`config.mk`:
```
export PLATFORM = sky130hd
export DESIGN_NAME = gpu_instr_scheduler
export DESIGN_NICKNAME = d
export VERILOG_FILES = /design/src/rtl/gpu_instr_scheduler.sv
export SDC_FILE = /design/constraint.sdc
export NUM_CORES = 1
export LEC_CHECK = 0
export CORE_MARGIN = 2
export CORE_UTILIZATION = 58
export CTS_CLUSTER_DIAMETER = 80
export DETAILED_ROUTE_END_ITERATION = 10
export GPL_ROUTABILITY_DRIVEN = 0
export MAX_ROUTING_LAYER = met4
export PLACE_DENSITY = 0.8
export SYNTH_ARGS = -nofsm -noshare
export SYNTH_HDL_FRONTEND = slang
export SYNTH_HIERARCHICAL = 1
export SYNTH_SLANG_ARGS = --single-unit
```
`constraint.sdc`:
```
create_clock -name i_clk -period 7.3 [get_ports i_clk]
set_input_delay 0.73 -clock i_clk [delete_from_list [all_inputs] [get_ports i_clk]]
set_output_delay 0.73 -clock i_clk [all_outputs]
set_load 0.02 [all_outputs]
```
`src/rtl/gpu_instr_scheduler.sv`:
```
// Two-requester instruction scheduler: per-requester FIFOs, round-robin pick, opcode filter, cooldown.
// Strobe lands two cycles after the push edge; ready drops only on full FIFOs, i_hold stalls issue only.

module sched_fifo #(
  parameter int DEPTH = 4
) (
  input  logic        clk,
  input  logic        rst_n,
  input  logic        in_vld,
  input  logic [31:0] in_dat,
  output logic        in_rdy,
  input  logic        pop,
  output logic [31:0] head_dat,
  output logic        not_empty
);
  localparam int AW = (DEPTH > 1) ? $clog2(DEPTH) : 1;
  localparam logic [AW:0] FULL = (AW+1)'(DEPTH);

  logic [31:0]   mem [DEPTH];
  logic [AW-1:0] wr_ptr;
  logic [AW-1:0] rd_ptr;
  logic [AW:0]   count;
  logic          do_push;
  logic          do_pop;

  assign in_rdy    = count < FULL;
  assign not_empty = count != '0;
  assign do_push   = in_vld && in_rdy;
  assign do_pop    = pop && not_empty;
  assign head_dat  = mem[rd_ptr];

  always_ff @(posedge clk) begin
    if (do_push) mem[wr_ptr] <= in_dat;
  end

  always_ff @(posedge clk or negedge rst_n) begin
    if (!rst_n) begin
      wr_ptr <= '0;
      rd_ptr <= '0;
      count  <= '0;
    end else begin
      if (do_push) wr_ptr <= wr_ptr + AW'(1);
      if (do_pop)  rd_ptr <= rd_ptr + AW'(1);
      if (do_push && !do_pop)      count <= count + (AW+1)'(1);
      else if (!do_push && do_pop) count <= count - (AW+1)'(1);
    end
  end
endmodule

module gpu_instr_scheduler #(
  parameter int FIFO_DEPTH = 4,
  parameter int BASE_GAP   = 1,
  parameter int SPRITE_GAP = 8
) (
  input  logic        i_clk,
  input  logic        i_reset_n,
  input  logic        i_valid0,
  input  logic [31:0] i_instr0,
  output logic        o_ready0,
  input  logic        i_valid1,
  input  logic [31:0] i_instr1,
  output logic        o_ready1,
  input  logic        i_hold,
  output logic [31:0] o_instruction,
  output logic        o_instruction_ready,
  output logic        o_busy,
  output logic [7:0]  o_drop_count
);
  typedef enum logic [1:0] {IDLE, ISSUE, COOLDOWN} state_t;

  localparam logic [3:0] BASE_G   = 4'(BASE_GAP);
  localparam logic [3:0] SPRITE_G = 4'(SPRITE_GAP);

  state_t      state;
  logic [3:0]  cnt;
  logic        last_grant;
  logic        is_sprite;
  logic        ne0, ne1;
  logic [31:0] head0, head1, head;
  logic        sel;
  logic        pop_en;
  logic [3:0]  opcode;
  logic        op_ok;
  logic [3:0]  gap_load;

  sched_fifo #(.DEPTH(FIFO_DEPTH)) u_fifo0 (
    .clk(i_clk), .rst_n(i_reset_n),
    .in_vld(i_valid0), .in_dat(i_instr0), .in_rdy(o_ready0),
    .pop(pop_en && !sel), .head_dat(head0), .not_empty(ne0)
  );

  sched_fifo #(.DEPTH(FIFO_DEPTH)) u_fifo1 (
    .clk(i_clk), .rst_n(i_reset_n),
    .in_vld(i_valid1), .in_dat(i_instr1), .in_rdy(o_ready1),
    .pop(pop_en && sel), .head_dat(head1), .not_empty(ne1)
  );

  // With both queues waiting, grant the one not served last; otherwise whichever has data.
  assign sel      = (ne0 && ne1) ? ~last_grant : ne1;
  assign head     = sel ? head1 : head0;
  assign opcode   = head[3:0];
  assign op_ok    = (opcode >= 4'd1) && (opcode <= 4'd8);
  assign pop_en   = (state == IDLE) && !i_hold && (ne0 || ne1);
  assign gap_load = is_sprite ? SPRITE_G : BASE_G;

  always_ff @(posedge i_clk or negedge i_reset_n) begin
    if (!i_reset_n) begin
      state               <= IDLE;
      cnt                 <= '0;
      last_grant          <= 1'b1;
      is_sprite           <= 1'b0;
      o_instruction       <= '0;
      o_instruction_ready <= 1'b0;
      o_busy              <= 1'b0;
      o_drop_count        <= '0;
    end else begin
      o_instruction_ready <= 1'b0;
      o_busy              <= (state != IDLE) || ne0 || ne1;
      case (state)
        IDLE: begin
          if (pop_en) begin
            if (op_ok) begin
              o_instruction <= head;
              last_grant    <= sel;
              is_sprite     <= (opcode == 4'd8);
              state         <= ISSUE;
            end else if (o_drop_count != 8'hFF) begin
              o_drop_count <= o_drop_count + 8'd1;
            end
          end
        end
        ISSUE: begin
          o_instruction_ready <= 1'b1;
          cnt                 <= gap_load;
          state               <= (gap_load == 4'd0) ? IDLE : COOLDOWN;
        end
        COOLDOWN: begin
          cnt <= cnt - 4'd1;
          if (cnt == 4'd1) state <= IDLE;
        end
        default: state <= IDLE;
      endcase
    end
  end
endmodule

```
==> summary.txt <==
Timing
  – Final setup viols: 0
  – Final Critical Period: 3524 ps
  – Fin. Hold Viols: 0
  – Clock Skews: 21.31 ps
  – Worst-margin pin slew: 1091 ps
  – Max-slew violations: 0
  – Headroom to the max-slew limit: 0.2726
  – Setup TNS: 0 ps
  – RSZ-0062 raised after global routing: no
  – Fin crit share: 0.4827
  – Hold Slack: 334.2 ps
  – Fmax: 283.8 MHz

GRT
  – First-pass GRT wire length: 37600 um
  – Gr usage total: 0.2314
  – Antenna violations before repair: 1
  – Grt ovf: 0
  – Vias in the first global route: 6559
  – Largest net degree at the start of global routing: 65

Final layout
  – Final #Nets: 861
  – Final core utilization: 0.7076
  – Area Overhead vs Synth: 18.93%
  – Commonest non-fill, non-tap cell in the layout: edfxtp_1
  – Layout cells sized above 1: 0.1702
  – Most frequent cells in the layout: edfxtp_1 (256), clkdlybuf4s50_1 (111), dfrtp_1 (61), mux4_2 (56), nand2_1 (45)

Logic synthesis
  – Post-Syn Area: 12590 sq um
  – Synth area leader: edfxtp_1
  – Cells after Synth: 645
  – Seq/Total Area, Yosys: 0.7381
  – Top_reg_cell synth: edfxtp_1
  – Async set-or-reset flop fraction in the synthesized netlist: 0.2000
  – Synthesized flop and latch total: 320
  – Number of synthesized flops with an enable pin: 256
  – Synth top area share: 0.6108
  – Leading post-synthesis cells by cell area: edfxtp_1 (61%), dfrtp_1 (13%), mux4_2 (10%)
  – Mapped Nets: 732
  – Count of cell types in the netlist: 46
  – Syn avg cell area: 19.51 sq um
  – Yosys warns: 6

Die
  – # rows: 53
  – Die area: 22890 sq um
  – Initial Utilization: 0.5950
  – CORE AREA: 21150 sq um
  – Die Span Y: 151.3 um
  – Die width: 151.3 um
  – # IOs: 113

Detailed routing
  – First-pass DRT Iterations: 5
  – DR WL/cell: 22.79 um
  – Routed length on met3: 1617 um
  – WL met1: 9542 um
  – Total length of routed met2 wires: 12610 um
  – Highest metal used: met4
  – Final ANT Viol Nets: 0
  – DR DRC count: 0
  – Total wire length: 24500 um
  – Iteration-0 DRC Markers: 453
  – Routed vias/inst: 5.842
  – Routed via count: 6280

Power
  – Static Leak: 5.288 nW
  – PwrDens: 409.9 nW/um^2
  – Final total power: 6.136 mW
  – Peak supply drop: 375.1 uV

Clock network
  – Worst-path clk slew: 60 ps
  – Clock buffer depth: 3
  – Clk_lat worst skew: 580 ps
  – Hold-fix buffer count after cts: 0
  – CTS root buf: clkbuf_16
  – CTS tree: yes
  – Num CTS Buffers: 31
  – Total setup buffers inserted after CTS: 0
  – CTS resizes: 0
  – Clock Sinks: 320
  – Htree depth: 1

Outcome
  – Status: finished clean

Critical path
  – CP Capture Type: flop
  – Crit start category: flop
  – Critical Path End: o_instruction[8]
  – Crit path kind: reg -> reg
  – Arrival @ worst endpoint: 3940 ps
  – CP max FO: 64
  – WP data required: 7710 ps
  – Reg2Reg Depth: 7
  – Worst reg2reg endpoint: o_instruction[8]
  – R2R setup slack: 3780 ps
  – Worst r2r src: u_fifo0/rd_ptr[0]
  – Crit path from: u_fifo0/rd_ptr[0]

Placement
  – HPWL after detailed placement: 15590 um
  – PortBufs: 112

Worst hold path
  – Worst Hold Class: in -> async

Flow run
  – MaxCap Viol Count: 0
==> sequential cells by signal (all words and copies together) (netlist names), 3 cells and up <==
signal	cells
o_instruction	32
u_fifo1/mem	128
u_fifo1/count	3
cnt	4
u_fifo0/mem	128
o_drop_count	8
u_fifo0/count	3
==> critical path, cell delays in order, from the launching register on <==
cell and delay [ps]:
dfrtp_2 1080, mux4_1 730, o31a_1 330, nor3_1 510
o21ai_4 80, buf_4 310, nand2_1 160, o21ai_0 130
==> cells by family after synthesis <==
kind of cell / share of synthesized area
compound gates: 0.02237
xor+xnor: 0.01322
fa+ha+maj: 0.01909
buf+inv: 0.02356
flops: 0.7381
mux: 0.1476
simple gates: 0.03599
==> Yosys cell counts (2+ instances only) <==
library cell and n:
edfxtp_1 256, dfrtp_1 63, mux4_2 56, nand2_1 45, o21ai_0 41, mux2i_1 33, ha_1 16, xnor2_1 15
buf_2 14, inv_1 13, and2_1 10, mux4_1 8, nor2_1 8, buf_12 6, clkbuf_1 6, mux2_2 5
nand3_1 5, xor2_1 4, a21oi_1 3, nand4_1 3, nor3_1 3, and3_1 2, buf_6 2, fa_1 2
nand2b_1 2, nor2b_1 2, nor4_1 2, or3_1 2
==> report_power, final <==
part	switching (mW)	internal [mW]	leakage (nW)	total (mW)
Clock	0.656	0.934	0.512	1.59
Combinational	1.02	0.909	1.66	1.93
Sequential	0.260	2.35	3.11	2.61
Total	1.94	4.20	5.29	6.14
==> layer usage <==
layer | vias up | GRT usage
li1 | 2794 | -
met1 | 3192 | 0.3026
met2 | 242 | 0.3828
met3 | 52 | 0.03946
met4 | 0 | 0.06402
met5 | - | -
==> per-stage QoR <==
step,cells,setup WS (ps),area (sq um)
2_1_floorplan,645,4502,12590
3_3_place_gp,1016,3800,13920
3_5_place_dp,1016,3759,13920
4_1_cts,1074,3741,14970
5_1_grt,1075,3503,14970
6_report,1075,3776,14970
==> how the worst min path moves through the flow <==
stage | start | end | cells past startpoint
6_report | i_reset_n | u_fifo0/count[2] | 2
5_1_grt | i_reset_n | u_fifo0/count[2] | 2
4_1_cts | i_reset_n | o_instruction[20] | 2
3_5_place_dp | o_instruction[13] | o_instruction[13] | 2
3_3_place_gp | o_instruction[29] | o_instruction[29] | 2
2_1_floorplan | i_reset_n | cnt[0] | 0
==> layout make-up <==
class | count | area (sq um)
Timing Repair Buffer | 126 | 1221
Clock inverter | 13 | 132.6
Inverter | 13 | 48.80
Fill cell | 1278 | 6186
Clock buffer | 45 | 908.4
Tap cell | 275 | 344.1
Multi-Input combinational cell | 282 | 3018
Sequential cell | 320 | 9293
Antenna cell | 1 | 2.502
Note: power is estimated with default switching activity, not from simulation.
